--- config.mk ---
export PLATFORM = sky130hd
export DESIGN_NAME = ltssm_link_ctrl
export DESIGN_NICKNAME = d
export VERILOG_FILES = /design/src/rtl/ltssm_link_ctrl.sv
export SDC_FILE = /design/constraint.sdc
export NUM_CORES = 1
export LEC_CHECK = 0
export ABC_AREA = 0
export CAP_MARGIN = 20
export CELL_PAD_IN_SITES_DETAIL_PLACEMENT = 1
export CELL_PAD_IN_SITES_GLOBAL_PLACEMENT = 1
export CORE_MARGIN = 5
export CORE_UTILIZATION = 35
export DETAILED_ROUTE_END_ITERATION = 6
export GPL_ROUTABILITY_DRIVEN = 0
export PLACE_DENSITY_LB_ADDON = 0.1
export REMOVE_ABC_BUFFERS = 1
export SLEW_MARGIN = 10
export SYNTH_ARGS = -nofsm -noshare
export SYNTH_HDL_FRONTEND = slang
export SYNTH_SLANG_ARGS = --single-unit
--- constraint.sdc ---
create_clock -name clk -period 4.3 [get_ports clk]
set_clock_uncertainty 0.2 [all_clocks]
set_input_delay 0.43 -clock clk [delete_from_list [all_inputs] [get_ports clk]]
set_output_delay 0.43 -clock clk [all_outputs]
set_load 0.005 [all_outputs]
--- src/rtl/ltssm_link_ctrl.sv ---
`default_nettype none
// ============================================================================
// Module   : ltssm_link_ctrl
// Desc     : Joint Tx/Rx LTSSM substate controller between the per-direction
//            LTSSM engines (finish/goto handshakes) and the LPIF adapter
//            (state request/status). Covers Detect, Polling, Configuration,
//            L0 and Recovery, with per-substate timeout, lane-count clamping
//            and a saturating retrain counter.
// Options  : `define SPEED_CHANGE_EN adds the recSpeed substate and lets
//            Recovery raise GEN to the highest advertised rate <= MAXGEN.
//            Without it recSpeed is unreachable and GEN stays at 1.
// Revision : 1.0 - initial release
// ============================================================================
module ltssm_link_ctrl #(
    parameter int  DEVICETYPE     = 0,
    parameter int  MAXLANES       = 16,
    parameter int  MAXGEN         = 5,
    parameter int  TIMEOUT_CYCLES = 1000,
    parameter int  TIMER_W        = 20,
    localparam int LW             = $clog2(MAXLANES) + 1
) (
    input  logic          clk,
    input  logic          reset,
    input  logic [3:0]    lpifStateRequest,
    input  logic          finishTx,
    input  logic          finishRx,
    input  logic [3:0]    gotoTx,
    input  logic [3:0]    gotoRx,
    input  logic          forceDetect,
    input  logic [LW-1:0] numberOfDetectedLanesIn,
    input  logic          writeNumberOfDetectedLanes,
    input  logic [7:0]    rateIdIn,
    input  logic          writeRateId,
    output logic          linkUp,
    output logic [2:0]    GEN,
    output logic [3:0]    lpifStateStatus,
    output logic [3:0]    substateTx,
    output logic [3:0]    substateRx,
    output logic [LW-1:0] numberOfDetectedLanesOut,
    output logic          timeoutEvent,
    output logic [7:0]    recoveryCount
);

    // Substate encodings
    localparam logic [3:0] c_DETECT_QUIET    = 4'd0;
    localparam logic [3:0] c_DETECT_ACTIVE   = 4'd1;
    localparam logic [3:0] c_POLL_ACTIVE     = 4'd2;
    localparam logic [3:0] c_POLL_CONFIG     = 4'd3;
    localparam logic [3:0] c_CFG_LW_START    = 4'd4;
    localparam logic [3:0] c_CFG_LW_ACCEPT   = 4'd5;
    localparam logic [3:0] c_CFG_LN_WAIT     = 4'd6;
    localparam logic [3:0] c_CFG_LN_ACCEPT   = 4'd7;
    localparam logic [3:0] c_CFG_COMPLETE    = 4'd8;
    localparam logic [3:0] c_CFG_IDLE        = 4'd9;
    localparam logic [3:0] c_L0              = 4'd10;
    localparam logic [3:0] c_REC_RCVR_LOCK   = 4'd11;
    localparam logic [3:0] c_REC_RCVR_CFG    = 4'd12;
    localparam logic [3:0] c_REC_IDLE        = 4'd13;
    localparam logic [3:0] c_REC_SPEED       = 4'd14;

    // LPIF request / status encodings
    localparam logic [3:0] c_LPIF_RESET      = 4'd0;
    localparam logic [3:0] c_LPIF_ACTIVE     = 4'd1;
    localparam logic [3:0] c_LPIF_RETRAIN    = 4'd2;

    localparam logic [2:0] c_GEN1            = 3'd1;
    localparam logic [TIMER_W-1:0] c_TIMER_LAST = TIMER_W'(TIMEOUT_CYCLES - 1);
    localparam logic [LW-1:0]      c_MAX_LANES  = LW'(MAXLANES);

    logic [3:0]         r_substate;
    logic [3:0]         w_nextSubstate;
    logic [3:0]         r_status;
    logic [3:0]         w_nextStatus;
    logic               r_linkUp;
    logic               w_nextLinkUp;
    logic [2:0]         r_gen;
    logic [2:0]         w_nextGen;
    logic               r_timeoutEvent;
    logic               w_nextTimeoutEvent;
    logic [7:0]         r_recoveryCount;
    logic [7:0]         w_nextRecoveryCount;
    logic [TIMER_W-1:0] r_timer;
    logic [TIMER_W-1:0] w_nextTimer;
    logic [LW-1:0]      r_lanes;
    logic [LW-1:0]      w_lanesClamped;
    logic [7:0]         r_rateId;

    logic [3:0]         w_seqNext;
    logic               w_txSeq;
    logic               w_rxSeq;
    logic               w_bothSeq;
    logic               w_bothGotoL0;
    logic               w_fallbackHit;
    logic               w_timeoutHit;

    // Handshake decode: "Seq" means the engine asks for the next linear substate
    assign w_seqNext     = r_substate + 4'd1;
    assign w_txSeq       = finishTx && (gotoTx == w_seqNext);
    assign w_rxSeq       = finishRx && (gotoRx == w_seqNext);
    assign w_bothSeq     = w_txSeq && w_rxSeq;
    assign w_bothGotoL0  = finishTx && finishRx && (gotoTx == c_L0) && (gotoRx == c_L0);

    // Either engine may bail out to detectQuiet anywhere except L0
    assign w_fallbackHit = (r_substate != c_L0) &&
                           ((finishTx && (gotoTx == c_DETECT_QUIET)) ||
                            (finishRx && (gotoRx == c_DETECT_QUIET)));
    assign w_timeoutHit  = (r_substate != c_L0) && (r_timer == c_TIMER_LAST);

`ifdef SPEED_CHANGE_EN
    logic [2:0] w_targetGen;
    logic       w_speedUp;
    logic       w_bothGotoRcvrLock;

    assign w_bothGotoRcvrLock = finishTx && finishRx &&
                                (gotoTx == c_REC_RCVR_LOCK) && (gotoRx == c_REC_RCVR_LOCK);
    assign w_speedUp          = (w_targetGen > r_gen);

    // Highest advertised generation that this instance supports (Gen1 if none)
    always_comb begin
        w_targetGen = c_GEN1;
        for (int k = 0; k < 8; k++) begin
            if (r_rateId[k] && ((k + 1) <= MAXGEN)) begin
                w_targetGen = 3'(k + 1);
            end
        end
    end
`else
    logic w_unusedSpeed;
    assign w_unusedSpeed = ^{r_rateId, 3'(MAXGEN)};
`endif

    // State register: substate, timer and all registered LPIF-facing outputs
    always_ff @(posedge clk or negedge reset) begin
        if (!reset) begin
            r_substate      <= c_DETECT_QUIET;
            r_status        <= c_LPIF_RESET;
            r_linkUp        <= 1'b0;
            r_gen           <= c_GEN1;
            r_timeoutEvent  <= 1'b0;
            r_recoveryCount <= 8'd0;
            r_timer         <= '0;
        end else begin
            r_substate      <= w_nextSubstate;
            r_status        <= w_nextStatus;
            r_linkUp        <= w_nextLinkUp;
            r_gen           <= w_nextGen;
            r_timeoutEvent  <= w_nextTimeoutEvent;
            r_recoveryCount <= w_nextRecoveryCount;
            r_timer         <= w_nextTimer;
        end
    end

    // Next-state: forceDetect > fallback > timeout > advance; timer follows substate
    always_comb begin
        w_nextSubstate = r_substate;
        if (forceDetect || w_fallbackHit || w_timeoutHit) begin
            w_nextSubstate = c_DETECT_QUIET;
        end else begin
            case (r_substate)
                c_DETECT_QUIET, c_DETECT_ACTIVE, c_POLL_ACTIVE, c_POLL_CONFIG,
                c_CFG_COMPLETE, c_REC_RCVR_LOCK: begin
                    if (w_bothSeq) w_nextSubstate = w_seqNext;
                end
                // Lane-number negotiation is driven by the receiver alone
                c_CFG_LW_START, c_CFG_LN_WAIT, c_CFG_LN_ACCEPT: begin
                    if (w_rxSeq) w_nextSubstate = w_seqNext;
                end
                // A downstream port proceeds as soon as its transmitter is done
                c_CFG_LW_ACCEPT: begin
                    if ((DEVICETYPE == 0) ? w_txSeq : w_bothSeq) w_nextSubstate = w_seqNext;
                end
                // linkUp is raised here first; L0 is entered only once LPIF asks
                c_CFG_IDLE: begin
                    if (r_linkUp && (lpifStateRequest == c_LPIF_ACTIVE)) w_nextSubstate = c_L0;
                end
                c_L0: begin
                    if (lpifStateRequest == c_LPIF_RESET) begin
                        w_nextSubstate = c_DETECT_QUIET;
                    end else if (lpifStateRequest == c_LPIF_RETRAIN) begin
                        w_nextSubstate = c_REC_RCVR_LOCK;
                    end
                end
                c_REC_RCVR_CFG: begin
                    if (w_bothSeq) begin
`ifdef SPEED_CHANGE_EN
                        w_nextSubstate = w_speedUp ? c_REC_SPEED : c_REC_IDLE;
`else
                        w_nextSubstate = c_REC_IDLE;
`endif
                    end
                end
                c_REC_IDLE: begin
                    if (w_bothGotoL0) w_nextSubstate = c_L0;
                end
`ifdef SPEED_CHANGE_EN
                c_REC_SPEED: begin
                    if (w_bothGotoRcvrLock) w_nextSubstate = c_REC_RCVR_LOCK;
                end
`endif
                default: w_nextSubstate = c_DETECT_QUIET;
            endcase
        end

        // The timer is frozen in L0 and restarts whenever the substate is re-entered
        if (forceDetect || w_fallbackHit || w_timeoutHit ||
            (w_nextSubstate != r_substate) || (r_substate == c_L0)) begin
            w_nextTimer = '0;
        end else begin
            w_nextTimer = r_timer + 1'b1;
        end
    end

    // Output logic: LPIF status, linkUp, GEN, retrain count and timeout pulse
    always_comb begin
        w_nextStatus        = r_status;
        w_nextLinkUp        = r_linkUp;
        w_nextGen           = r_gen;
        w_nextRecoveryCount = r_recoveryCount;
        w_nextTimeoutEvent  = 1'b0;
        if (forceDetect) begin
            w_nextStatus = c_LPIF_RESET;
            w_nextLinkUp = 1'b0;
            w_nextGen    = c_GEN1;
        end else if (w_fallbackHit || w_timeoutHit) begin
            w_nextStatus       = c_LPIF_RESET;
            w_nextLinkUp       = 1'b0;
            w_nextTimeoutEvent = w_timeoutHit && !w_fallbackHit;
        end else begin
            case (r_substate)
                c_CFG_IDLE: begin
                    if (w_bothGotoL0) w_nextLinkUp = 1'b1;
                    if (w_nextSubstate == c_L0) w_nextStatus = c_LPIF_ACTIVE;
                end
                c_L0: begin
                    if (w_nextSubstate == c_DETECT_QUIET) begin
                        w_nextStatus = c_LPIF_RESET;
                        w_nextLinkUp = 1'b0;
                    end else if (w_nextSubstate == c_REC_RCVR_LOCK) begin
                        w_nextStatus = c_LPIF_RETRAIN;
                    end
                end
                c_REC_IDLE: begin
                    if (w_nextSubstate == c_L0) begin
                        w_nextStatus = c_LPIF_ACTIVE;
                        if (r_recoveryCount != 8'hFF) w_nextRecoveryCount = r_recoveryCount + 8'd1;
                    end
                end
`ifdef SPEED_CHANGE_EN
                c_REC_SPEED: begin
                    if (w_nextSubstate == c_REC_RCVR_LOCK) w_nextGen = w_targetGen;
                end
`endif
                default: ;
            endcase
        end
    end

    // Lane count and advertised-rate registers load in any substate
    assign w_lanesClamped = (numberOfDetectedLanesIn > c_MAX_LANES) ? c_MAX_LANES
                                                                    : numberOfDetectedLanesIn;

    always_ff @(posedge clk or negedge reset) begin
        if (!reset) begin
            r_lanes  <= '0;
            r_rateId <= 8'd0;
        end else begin
            if (writeNumberOfDetectedLanes) r_lanes <= w_lanesClamped;
            if (writeRateId) r_rateId <= rateIdIn;
        end
    end

    assign linkUp                   = r_linkUp;
    assign GEN                      = r_gen;
    assign lpifStateStatus          = r_status;
    assign substateTx               = r_substate;
    assign substateRx               = r_substate;
    assign numberOfDetectedLanesOut = r_lanes;
    assign timeoutEvent             = r_timeoutEvent;
    assign recoveryCount            = r_recoveryCount;

endmodule
`default_nettype wire

# Word level (Yosys, flattened, before mapping)
# Index checks and enable logic that the tools add are counted.
word_totals:
  inputBits: 32
  wordCells: 99
  output_inout_bits: 30
  regBits: 43
op_classes:
  bitwise_logic: 2
  n_eq_ne: 29
  n_mux: 25
  add_sub_neg: 3
  n_reduce_logical: 32
  magnitude_cmp: 1
ops:
  columns: ["cell", "count"]
  rows:
  - ["2-to-1 mux 4 bit", 14]
  - ["equality test 4 bit (second input constant)", 10]
  - ["one-hot mux 4 bit (7 select lines)", 1]
  - ["adder 20 x 1 -> 20 bit (second input constant)", 1]
  - ["equality test 20 x 10 -> 1 bit (second input constant)", 1]
  - ["zero test 4 bit", 5]
  - ["2-to-1 mux 20 bit", 1]
  - ["equality test 4 x 3 -> 1 bit (second input constant)", 4]
  - ["equality test 4 x 2 -> 1 bit (second input constant)", 3]
  - ["logical AND 1 bit", 12]
  - ["adder 8 x 1 -> 8 bit (second input constant)", 1]
  - ["equality test 4 x 1 -> 1 bit (second input constant)", 2]
  - ["equality test 4 bit", 2]
  - ["!= test 4 bit (second input constant)", 2]
  - ["!= test 8 bit (second input constant)", 1]
  - ["one-hot mux 4 bit (2 select lines)", 1]
  - ["nonzero test 4 bit", 2]
  - ["logical OR 1 bit", 6]
  - ["2-to-1 mux 1 bit", 6]
  - ["AND reduction 3 bit", 2]
  - ["OR reduction 6 bit", 1]
  - ["greater-than comparator 5 bit (second input constant)", 1]
  - ["2-to-1 mux 5 bit", 1]
  - ["!= test 5 x 2 -> 1 bit (second input constant)", 1]
  - ["10 further kinds", 11]

# Logic depth before layout (Yosys ltp)
# Gate-level depths: netlist of the first run.
depth:
  word_depth: 13
  depth_mapped: 15
  ltp_nobuf: 13

# Least setup slack after synthesis of the first run
# No wires, ideal clock.
synth_timing:
  path_type: "flip-flop to flip-flop"
  start: "reg r_substate[0] (netlist: substateRx[0])"
  end: "reg r_timer[11]"
  setup_ns: 0.080
  path_slack_ns: 0.011
  arrival_time_ns: 4.009
  period_less_slack_ns: 4.289
  n_path_buf: 2
  path_stages_with_launch: 15
  required_ns: 4.020
  path_cell_list: "dfrtp_1 > buf_4 > inv_1 > ha_1 > xnor2_1 > nand4_2 > or4_1 > ha_1 > a211o_1 > or4_4 > a211oi_2 > nor3_1 > o32a_1 > buf_4 > nor3b_2"
synth_between:
  elab_chain_len: 11
  elab_cells_between_ends: 41
  cone_classes: "add/sub (1); eq/ne (17); mux (11); reduce/logical (12)"
synth_lines:
  columns: ["element", "line_no", "rtl"]
  rows:
  - ["start: declaration", "70", "logic [3:0] r_substate;"]
  - ["start signal: assignment", "135", "r_substate <= c_DETECT_QUIET;"]
  - ["start signal: assignment", "143", "r_substate <= w_nextSubstate;"]
  - ["adder 4 x 1 -> 4 bit", "97", "assign w_seqNext = r_substate + 4'd1;"]
  - ["equality test 4 bit, on equally long branches", "98, 99", null]
  - ["logical AND 1 bit, on equally long branches", "98, 99", null]
  - ["logical AND 1 bit", "100", "assign w_bothSeq = w_txSeq && w_rxSeq;"]
  - ["2-to-1 mux 4 bit, on equally long branches", "184, 162", null]
  - ["one-hot mux 4 bit (7 select lines)", "159", "case (r_substate)"]
  - ["2-to-1 mux 4 bit", "156", "if (forceDetect || w_fallbackHit || w_timeoutHit) begin"]
  - ["!= test 4 bit", "206", "(w_nextSubstate != r_substate) || (r_substate == c_L0)) begin"]
  - ["logical OR 1 bit", "205", "if (forceDetect || w_fallbackHit || w_timeoutHit ||"]
  - ["logical OR 1 bit (*)", "206", null]
  - ["2-to-1 mux 20 bit (*)", "205", null]
  - ["via w_nextTimer[11]", "83", "logic [TIMER_W-1:0] w_nextTimer;"]
  - ["end signal: assignment", "149", "r_timer <= w_nextTimer;"]
  - ["end: declaration", "82", "logic [TIMER_W-1:0] r_timer;"]
# The timed path passes the listed nets; every way through them passes the cells marked *.
# A chain may end at the register's enable or synchronous reset.

# Worst setup path in the final report of the first run
layout_timing:
  start: "reg r_substate[0] (netlist: substateRx[0])"
  end: "reg r_timer[19]"
# The elaborated chain is that of the path after synthesis.

==> metrics.txt, run 1 <==
pin count of the biggest net entering global routing=42; first drt pass iteration count=4; count of final setup violators=0; Max clock buf depth=2; Final Power=0.8278 mW; CP max FO=5; Hold Violations, Final=0; final critical-path share of the clock period=0.9684; synthesized flop and latch total=41; vias per cell=5.293; die width=101.5 µm; status=completed; Unique masters post-synth=63; total core area=8175 µm²; Avg Inst Size Synth=9.541 µm²; Synth Flop Type=dfrtp_1; register area share after synthesis=0.3503; pwr/cell area=214.2 nW/µm²; CTS clock-pin slew for the worst setup and hold paths=0.09 ns; CTS buffer count=5; Max IR drop VDD=0.1135 mV; post-synth top area cell=dfrtp_1; die height=101.5 µm; worst setup path class=flop to flop; vias in the first global route=2527; DRC viols=0; grt total ovfl=0; WP data arrival=4.19 ns; initial antenna violation count=0; first-pass GRT wire length=12.81 mm; fmax=240.1 MHz; pre-CTS WS=-0.1511 ns; Layout fillers=945; Rows=33; ANT cells=0; area delta synth->final=31.91%; routed vias=2514; HP Class=input port to async pin; Synth Warn #=0; Total Routing Usage GR=0.1545; Pleak=1.588 nW; mapped cell area=2929 µm²; max_slew headroom=0.3864; layout cells sized above 1=0.2216; final instance area=3864 µm²; Post-synth EDFFs=0; CTS Sinks=41; antenna viol nets, final=0; Max Cap Violations=0; Synth area leaders=dfrtp_1 (35%), nor3_2 (6.5%), xnor2_1 (6.3%); share of synthesized flip-flops with an asynchronous set or reset=1.000; measured slew at the worst slew-check pin=0.9204 ns; die footprint=10300 µm²; clock latency on the worst-skew pair=0.30 ns; Crit path required time=4.33 ns; fin util=0.4726; routed len/inst=17.07 µm; post-layout worst setup margin=0.1357 ns; post-synth top area share=0.3503; Worst setup SP type=flop; placed wire-length estimate=6.029 mm; Crit. End Element=flop; I/O pin count=62; Slew Viols, Final=0; Area after DPL=3590 µm²; Initial Util=0.3583; clock root cell=clkbuf_8; First DRT Iteration DRCs=93; cells after synthesis=307; H-tree Lvls=2; Final nets=408; final wirelength=8.107 mm; Inst Count DP=463; Port Buf Inserts=47; min Tclk post-route=4.164 ns; final std cells w/o fill=475; TritonCTS clock tree=yes
==> worst max-delay path: stages, from the launching register on <==
cell	delay, ns
dfrtp_1	0.45
inv_2	0.08
ha_4	0.31
xnor2_2	0.13
nand4_2	0.14
or4_4	0.56
ha_4	0.22
a211o_1	0.33
or4_4	0.57
a211oi_4	0.31
nor3_2	0.08
o32a_4	0.37
clkbuf_16	0.18
nor3_2	0.16
==> final timing paths <==
check	start	endpoint	slack, ns	cells after the start
worst max register to register	substateRx[0]$_DFF_PN0_	r_timer[19]$_DFF_PN0_	0.14	13
max in group asynchronous	reset	timeoutEvent$_DFF_PN0_	3.27	1
worst max-delay path	substateRx[0]$_DFF_PN0_	r_timer[19]$_DFF_PN0_	0.14	13
min in group clk	recoveryCount[6]$_DFFE_PN0P_	recoveryCount[6]$_DFFE_PN0P_	0.29	1
worst min-delay path	reset	r_timer[12]$_DFF_PN0_	0.06	1
worst min register to register	recoveryCount[6]$_DFFE_PN0P_	recoveryCount[6]$_DFFE_PN0P_	0.29	1
==> through the flow <==
| stage | setup TNS [ns] | hold slack [ns] |
|---|---|---|
| after CTS | 0 | 0.1046 |
| after global placement | -0.8725 | 0.2831 |
| after global routing | -0.0007825 | 0.1558 |
| after floorplan | -5.902 | -0.06559 |
| final | 0 | 0.05729 |
| after detailed placement | -2.565 | 0.2856 |
==> cells in the mapped netlist, drive strengths merged (2+ instances only) <==
master  count
dfrtp      41
nor3       25
xnor2      22
buf        20
nor2       17
nand2      16
nand3      16
xor2       14
nand4      12
a21oi      11
inv        11
o21ai       9
ha          7
nor4        7
and3        6
nand3b      6
nor3b       5
a31oi       4
and4        4
clkbuf      4
nand2b      4
and2        3
o31ai       3
or4         3
a211oi      2
a21o        2
conb        2
mux2        2
nor2b       2
o21bai      2
o221a       2
xnor3       2
==> flip-flops by register name (all words and copies together) (netlist names) <==
register and flops:
substateRx 4, timeoutEvent 1, lpifStateStatus 2, r_timer 20, linkUp 1, numberOfDetectedLanesOut 5
recoveryCount 8
==> cell type report <==
type / instances / area, µm² / area share
inverter: 11 / 41.29 / 0.01069
sequential: 41 / 1026 / 0.2655
clock inverter: 2 / 38.79 / 0.01004
clock buffer: 6 / 72.57 / 0.01878
multi-input combinational: 234 / 1812 / 0.4689
timing repair buffer: 76 / 742.0 / 0.1920
tap: 105 / 131.4 / 0.03400
==> layout by cell type (no fill, tap or decap), drive strengths merged, types with 6 or more instances in the layout <==
master / netlist / layout
buf: 20 / 28
nand4: 12 / 12
xor2: 14 / 14
xnor2: 22 / 22
inv: 11 / 11
nor4: 7 / 7
ha: 7 / 7
nand2: 16 / 16
o21ai: 9 / 9
nor2: 17 / 17
clkbuf: 4 / 8
dfrtp: 41 / 41
a21oi: 11 / 11
nand3: 16 / 16
clkdlybuf4s50: 0 / 46
and3: 6 / 6
nand3b: 6 / 6
nor3: 25 / 25
==> where the power goes <==
| group | total, mW | switching, mW | internal (mW) |
|---|---|---|---|
| combinational | 0.105 | 0.0506 | 0.0548 |
| clock | 0.326 | 0.151 | 0.175 |
| sequential | 0.397 | 0.00507 | 0.392 |
==> metal layers <==
metal | GRT usage | routed length (µm)
met1 | 0.2309 | 4145
met2 | 0.2379 | 3646
met3 | 0.02548 | 277
met4 | 0.02556 | 38
met5 | 0 | 0
==> kinds of logic (layout without fill, tap and decap cells) <==
group	after synthesis	in the layout	synth area share
fa+ha+maj	7	7	0.02990
buf+inv	35	95	0.06450
xor+xnor	38	38	0.1256
compound gates	48	48	0.1188
simple gates	133	133	0.2973
other cells	2	5	0.002564
flops	41	41	0.3503
mux	3	3	0.01111
==> what timing repair did <==
item                       CTS  global route
hold buffers                 0             0
setup endpoints to repair   23            27
buffers inserted             0             1
hold endpoints to repair     0             0
cloned                       0             3
pin swaps                    0             8
resized for setup            3            16
Power figures use the tool's default switching activity.
==> inputs of run 2 (changes only) <==
--- a/config.mk
+++ b/config.mk
@@ -11,6 +11,7 @@
 export CELL_PAD_IN_SITES_GLOBAL_PLACEMENT = 1
 export CORE_MARGIN = 5
 export CORE_UTILIZATION = 35
+export CTS_CLUSTER_DIAMETER = 150
 export DETAILED_ROUTE_END_ITERATION = 6
 export GPL_ROUTABILITY_DRIVEN = 0
 export PLACE_DENSITY_LB_ADDON = 0.1
==> results of run 2 <==
No change in the layout: final DEF, timing and power equal those of run 1.
